$ cat src/rtl/ps2_mouse_cursor_if.sv
// Byte stream from the PS/2 receiver into the cursor tracker.
interface ps2_mouse_cursor_if;
  logic [7:0] rx_data;
  logic       rx_valid;
  logic       rx_error;

  modport master (output rx_data, output rx_valid, output rx_error);
  modport slave  (input  rx_data, input  rx_valid, input  rx_error);
endinterface

$ cat src/rtl/ps2_mouse_cursor.sv
// Assembles PS/2 mouse packets, resynchronises on framing loss and tracks a
// clamped absolute cursor position with optional movement gain.
module ps2_mouse_cursor #(
  parameter int PKT_BYTES   = 3,
  parameter int SCREEN_W    = 640,
  parameter int SCREEN_H    = 480,
  parameter int X_W         = 10,
  parameter int Y_W         = 9,
  parameter int GAIN_SHIFT  = 0,
  parameter int TIMEOUT_CYC = 1_250_000
) (
  input  logic                clk,
  input  logic                rst,
  input  logic                enable,
  input  logic                recenter,
  ps2_mouse_cursor_if.slave   rx,
  output logic [X_W-1:0]      cursor_x,
  output logic [Y_W-1:0]      cursor_y,
  output logic [2:0]          buttons,
  output logic [3:0]          wheel,
  output logic                pkt_valid,
  output logic                sync_err
);

  localparam int MW = (X_W > Y_W) ? X_W : Y_W;
  localparam int AW = ((MW > 9) ? MW : 9) + GAIN_SHIFT + 2;
  localparam int CW = $clog2(TIMEOUT_CYC) + 1;

  localparam logic [1:0] B0 = 2'd0;
  localparam logic [1:0] B1 = 2'd1;
  localparam logic [1:0] B2 = 2'd2;
  localparam logic [1:0] B3 = 2'd3;

  localparam logic signed [AW-1:0] XMAX = AW'(SCREEN_W - 1);
  localparam logic signed [AW-1:0] YMAX = AW'(SCREEN_H - 1);
  localparam logic [X_W-1:0]       XC   = X_W'(SCREEN_W / 2);
  localparam logic [Y_W-1:0]       YC   = Y_W'(SCREEN_H / 2);

  logic [1:0]     r_state;
  logic [CW-1:0]  r_cnt;
  logic           r_ovf_x, r_ovf_y, r_sgn_x, r_sgn_y;
  logic [2:0]     r_btn;
  logic [7:0]     r_b1, r_b2;
  logic [X_W-1:0] r_x;
  logic [Y_W-1:0] r_y;
  logic [2:0]     r_buttons;
  logic [3:0]     r_wheel;
  logic           r_pkt, r_serr;

  logic                  w_last, w_tout;
  logic [7:0]            w_b2;
  logic [3:0]            w_wheel;
  logic signed [8:0]     w_dx9, w_dy9;
  logic signed [AW-1:0]  w_dx, w_dy, w_sx, w_sy, w_nx, w_ny;
  logic [X_W-1:0]        w_cx;
  logic [Y_W-1:0]        w_cy;

  // The final byte of a packet is decoded straight from rx_data.
  assign w_b2    = (PKT_BYTES == 3) ? rx.rx_data : r_b2;
  assign w_wheel = (PKT_BYTES == 4) ? rx.rx_data[3:0] : 4'h0;
  assign w_last  = enable && rx.rx_valid && !rx.rx_error &&
                   (((r_state == B2) && (PKT_BYTES == 3)) || (r_state == B3));
  assign w_tout  = (r_state != B0) && (r_cnt == CW'(TIMEOUT_CYC - 1));

  always_comb begin
    w_dx9 = {r_sgn_x, r_b1};
    w_dy9 = {r_sgn_y, w_b2};
    w_dx  = r_ovf_x ? '0 : {{(AW-9){w_dx9[8]}}, w_dx9};
    w_dy  = r_ovf_y ? '0 : {{(AW-9){w_dy9[8]}}, w_dy9};
    w_sx  = w_dx <<< GAIN_SHIFT;
    w_sy  = w_dy <<< GAIN_SHIFT;
    w_nx  = $signed({{(AW-X_W){1'b0}}, r_x}) + w_sx;
    w_ny  = $signed({{(AW-Y_W){1'b0}}, r_y}) - w_sy;

    if (w_nx[AW-1])       w_cx = '0;
    else if (w_nx > XMAX) w_cx = X_W'(SCREEN_W - 1);
    else                  w_cx = w_nx[X_W-1:0];

    if (w_ny[AW-1])       w_cy = '0;
    else if (w_ny > YMAX) w_cy = Y_W'(SCREEN_H - 1);
    else                  w_cy = w_ny[Y_W-1:0];
  end

  always_ff @(posedge clk) begin
    if (rst) begin
      r_state   <= B0;
      r_cnt     <= '0;
      r_ovf_x   <= 1'b0;
      r_ovf_y   <= 1'b0;
      r_sgn_x   <= 1'b0;
      r_sgn_y   <= 1'b0;
      r_btn     <= '0;
      r_b1      <= '0;
      r_b2      <= '0;
      r_x       <= XC;
      r_y       <= YC;
      r_buttons <= '0;
      r_wheel   <= '0;
      r_pkt     <= 1'b0;
      r_serr    <= 1'b0;
    end else begin
      r_pkt  <= 1'b0;
      r_serr <= 1'b0;

      if (!enable) begin
        r_state <= B0;
        r_cnt   <= '0;
      end else if (rx.rx_error) begin
        r_state <= B0;
        r_cnt   <= '0;
        r_serr  <= 1'b1;
      end else if (rx.rx_valid) begin
        r_cnt <= '0;
        case (r_state)
          B0: begin
            if (rx.rx_data[3]) begin
              r_ovf_y <= rx.rx_data[7];
              r_ovf_x <= rx.rx_data[6];
              r_sgn_y <= rx.rx_data[5];
              r_sgn_x <= rx.rx_data[4];
              r_btn   <= rx.rx_data[2:0];
              r_state <= B1;
            end else begin
              r_serr  <= 1'b1;
            end
          end
          B1: begin
            r_b1    <= rx.rx_data;
            r_state <= B2;
          end
          B2: begin
            if (PKT_BYTES == 3) begin
              r_state <= B0;
            end else begin
              r_b2    <= rx.rx_data;
              r_state <= B3;
            end
          end
          default: r_state <= B0;
        endcase
      end else if (r_state != B0) begin
        if (w_tout) begin
          r_state <= B0;
          r_cnt   <= '0;
          r_serr  <= 1'b1;
        end else begin
          r_cnt <= r_cnt + CW'(1);
        end
      end

      if (w_last) begin
        r_x       <= w_cx;
        r_y       <= w_cy;
        r_buttons <= r_btn;
        r_wheel   <= w_wheel;
        r_pkt     <= 1'b1;
      end

      // Recenter overrides any packet movement on the same edge.
      if (recenter) begin
        r_x <= XC;
        r_y <= YC;
      end
    end
  end

  assign cursor_x  = r_x;
  assign cursor_y  = r_y;
  assign buttons   = r_buttons;
  assign wheel     = r_wheel;
  assign pkt_valid = r_pkt;
  assign sync_err  = r_serr;

endmodule

$ cat src/flat_wrapper.sv
// flat-port wrapper written by rule: the top's interface ports become plain ports
module ps2_mouse_cursor_flat 
#(
  parameter int PKT_BYTES   = 3,
  parameter int SCREEN_W    = 640,
  parameter int SCREEN_H    = 480,
  parameter int X_W         = 10,
  parameter int Y_W         = 9,
  parameter int GAIN_SHIFT  = 0,
  parameter int TIMEOUT_CYC = 1_250_000
)
  (clk, rst, enable, recenter, cursor_x, cursor_y, buttons, wheel, pkt_valid, sync_err, rx_rx_data, rx_rx_valid, rx_rx_error);
  ps2_mouse_cursor_if rx_i ();
  input  logic clk;
  input  logic rst;
  input  logic enable;
  input  logic recenter;
  output logic [X_W-1:0] cursor_x;
  output logic [Y_W-1:0] cursor_y;
  output logic [2:0] buttons;
  output logic [3:0] wheel;
  output logic pkt_valid;
  output logic sync_err;
  input wire logic [$bits(rx_i.rx_data)-1:0] rx_rx_data;
  input wire logic [$bits(rx_i.rx_valid)-1:0] rx_rx_valid;
  input wire logic [$bits(rx_i.rx_error)-1:0] rx_rx_error;
  assign rx_i.rx_data = rx_rx_data;
  assign rx_i.rx_valid = rx_rx_valid;
  assign rx_i.rx_error = rx_rx_error;
  ps2_mouse_cursor #(.PKT_BYTES(PKT_BYTES), .SCREEN_W(SCREEN_W), .SCREEN_H(SCREEN_H), .X_W(X_W), .Y_W(Y_W), .GAIN_SHIFT(GAIN_SHIFT), .TIMEOUT_CYC(TIMEOUT_CYC)) u_core (.clk(clk), .rst(rst), .enable(enable), .recenter(recenter), .rx(rx_i), .cursor_x(cursor_x), .cursor_y(cursor_y), .buttons(buttons), .wheel(wheel), .pkt_valid(pkt_valid), .sync_err(sync_err));
endmodule
$ cat config.mk
export PLATFORM = sky130hd
export DESIGN_NAME = ps2_mouse_cursor_flat
export DESIGN_NICKNAME = d
export VERILOG_FILES = /design/src/rtl/ps2_mouse_cursor_if.sv /design/src/rtl/ps2_mouse_cursor.sv /design/src/flat_wrapper.sv
export SDC_FILE = /design/constraint.sdc
export NUM_CORES = 1
export LEC_CHECK = 0
export BUFFER_PORTS_ARGS = -buffer_cell sky130_fd_sc_hd__buf_2
export CAP_MARGIN = 15
export CORE_AREA = 2 2 115 117
export CTS_CLUSTER_DIAMETER = 200
export CTS_CLUSTER_SIZE = 25
export DETAILED_ROUTE_END_ITERATION = 16
export DIE_AREA = 0 0 117 119
export GPL_TIMING_DRIVEN = 0
export PLACE_DENSITY_LB_ADDON = 0.08
export SLEW_MARGIN = 5
export SYNTH_ARGS = -nofsm -noshare
export SYNTH_HDL_FRONTEND = slang
export SYNTH_SLANG_ARGS = --single-unit
$ cat constraint.sdc
create_clock -name clk -period 8.1 [get_ports clk]
set_clock_uncertainty 0.1 [all_clocks]
set_input_delay 1.215 -clock clk [delete_from_list [all_inputs] [get_ports clk]]
set_output_delay 1.215 -clock clk [all_outputs]
set_load 0.02 [all_outputs]
==> metrics.txt <==
compound-gate portion of the synthesized area between 15 and 20%; Port Buffers 36; peak supply drop 83.1 uV; hold_buf cts 0; share of cells above drive strength 1 between 10 and 15%; largest area contributor in the netlist dfxtp_1; CTS H-Tree Depth 3; Max-Cap Viols 0; startpoint types primary input; most frequent cells in the layout 63 x dfxtp_1, 56 x nor2_1, 40 x nand2_1; die area ~0.014 mm2; crit path time final ~3.6 ns; pwr/cell area around 180 mW/mm2; Ports 42; Hold Path Stages 2; CTS clock-pin slew for the worst setup and hold paths roughly 0.060 ns; FF-to-FF setup slack 4.95 ns; r2r endpoint u_core.cursor_x[0]$_SDFFE_PP0P_; nets 525; Chip Height 119 um; vias per cell 4.69; XOR/XNOR Fraction of Synth Area ~8.5%; actual slew at the worst max-slew pin between 0.7 and 0.8 ns; vias in the first global route slightly above 3000; RSZ-0062 raised after global routing false; Clk Latency, worst-skew pair between 0.3 and 0.4 ns; worst slack at placement 4.14 ns; Min Hold Slack around 0.36 ns; Final Hold Violating Endpoints 0; Post-synth EDFFs 0; hold crit path type flip-flop to flip-flop; worst setup path start rx_rx_data[0]; clk root buf clkbuf_16; main flop type after synthesis dfxtp_1; final setup vio count 0; num rows 42; Slew headroom about half; synthesized area ~0.0037 mm2; GRT Total Usage between 10 and 15%; drt pass-1 iters 4; Mean Syn Cell Area 8.51 um2; Static Leak 1.78 nW; Residual DRC 0; WL per Instance approximately 14 um; total power 788 uW; outcome finished, final reports clean; Post-Synth Adder-Cell Area 8.84%; largest net degree at the start of global routing 13; Chip Width 117 um; CP Max Fanout 6; simple-gate share of the synthesized area 24.6%; f_max 280 MHz; most common cell after layout, fill and taps aside dfxtp_1; CTS tree built; dpl hpwl 7130 um; Max Root-Sink Buffers 2; ANT nets after route 0; via count between 3000 and 4000; worst endpoint required time 8.24 ns; Core Region roughly 0.013 mm2; Async SR Flop Fraction 0%; CTS buffer count 9; area growth from synthesis to layout 19.8%; global-route wire length before repair about 16000 um; initial antenna violation count 0; flops & latches, synth 63; Synth top area share 34.0%; multiplexer share of the synthesized area approximately 4.3%; crit path DAT roughly 3.7 ns; Post-DP Area ~0.004 mm2; Final Max Slew Viols 0; DR iter-0 viols 125; design area roughly 0.0044 mm2; clock tree sinks 63; Synth warnings 0; R2R Path Start u_core.r_ovf_x$_SDFFE_PP0P_; Reg2Reg Depth 9; post-synthesis sequential area ratio between 30% and 40%; PostCTS Resize Cnt 0; n_diodes 0; Post-CTS Setup Bufs 0; CP endpoint u_core.cursor_y[0]$_SDFFE_PP0P_; Cell variety after synth 60; DRT Wirelength approximately 9300 um; top post-synthesis cells by area dfxtp_1 34%, ha_1 7.8%, nor2_1 5.7%, xor2_1 5.0%, a21oi_1 4.7%; Final Worst Setup Slack 4.52 ns; largest family of logic cells by synthesized area simple AND/OR/NAND/NOR gates; GPL Wtd Cong 0.838; starting density of the core 28.8%; GRT overflow 0; TNS Setup 0 ns; Syn Inst Count 436; Final period util between 40% and 50%; Crit Path Class primary input to flip-flop; element type at the critical path end flip-flop
cells by family after synthesis:
family                     count (synthesis)
adders and majority gates                 25
other                                      1
and+or+nand+nor                          176
buffers and inverters                     29
xor gates and xnor gates                  36
DFF                                       63
AOI/OAI and AO/OA                         90
muxes                                     16
cell usage after synthesis, types with 4 or more instances:
cell type and count:
nor2_1 56, inv_1 10, nand2_1 40, a211oi_1 4, ha_1 23, a21oi_1 35
a21o_1 12, nand2b_1 14, clkbuf_1 8, xnor2_1 15, nand4_1 6, nand3b_1 4
nor2b_1 11, nand3_1 11, dfxtp_1 63, xor2_1 21, mux2i_1 16, buf_4 6
or2_2 4, o21ai_0 10, a41oi_1 5
worst max-delay path, stage by stage:
cell,delay [ns]
buf_2,0.11
nor2b_1,0.15
ha_1,0.18
inv_1,0.05
fa_1,0.40
a21oi_1,0.20
o21ai_0,0.13
a21oi_1,0.30
o21ai_0,0.17
mux2i_1,0.35
a41oi_2,0.15
a311oi_1,0.32
registers in the layout, summed over array words and instances (netlist names):
name,count
u_core.r_ovf_y,1
u_core.r_b1,8
u_core.cursor_y,9
u_core.r_cnt,22
u_core.pkt_valid,1
u_core.sync_err,1
u_core.buttons,3
u_core.cursor_x,10
u_core.r_btn,3
u_core.r_ovf_x,1
u_core.r_sgn_x,1
u_core.r_state,2
u_core.r_sgn_y,1
final cells by class:
class / instances / area (um2)
Clock buffer: 11 / 243
Timing Repair Buffer: 36 / 180
Buffer: 19 / 96.3
Clock inverter: 5 / 81.3
Multi-Input combinational cell: 347 / 2320
Inverter: 10 / 37.5
Fill cell: 1355 / 8430
Sequential cell: 63 / 1260
Tap cell: 176 / 220
power by group:
part           switching [mW]  internal (mW)
logic                  0.0310         0.0196
registers            0.000864          0.311
clock network           0.147          0.278
total                   0.179          0.609
metrics by stage:
step	instances	util (%)
3_3_place_gp	651	32.0
4_1_cts	667	34.5
3_5_place_dp	651	32.0
6_report	667	34.5
5_1_grt	667	34.5
2_1_floorplan	439	-
metal layers:
metal  global-route usage, %  vias up  part of all wire, %
met4                    5.74        0                  1.5
li1                        -     1629                    -
met2                    22.3       47                   46
met3                    2.80       10                  3.2
met1                    19.7     1441                   49
met5                       0        -                    0
how the worst min path moves through the flow:
| stage | startpoint | endpoint |
|---|---|---|
| detailed placement | u_core.r_btn[1]$_SDFFE_PP0P_ | u_core.buttons[1]$_SDFFE_PP0P_ |
| finish | u_core.r_btn[0]$_SDFFE_PP0P_ | u_core.buttons[0]$_SDFFE_PP0P_ |
| floorplan | u_core.r_btn[0]$_SDFFE_PP0P_ | u_core.buttons[0]$_SDFFE_PP0P_ |
| global route | u_core.r_btn[1]$_SDFFE_PP0P_ | u_core.buttons[1]$_SDFFE_PP0P_ |
| global placement | u_core.r_btn[1]$_SDFFE_PP0P_ | u_core.buttons[1]$_SDFFE_PP0P_ |
| CTS | u_core.r_btn[2]$_SDFFE_PP0P_ | u_core.buttons[2]$_SDFFE_PP0P_ |
Note: power is estimated with default switching activity, not from simulation.
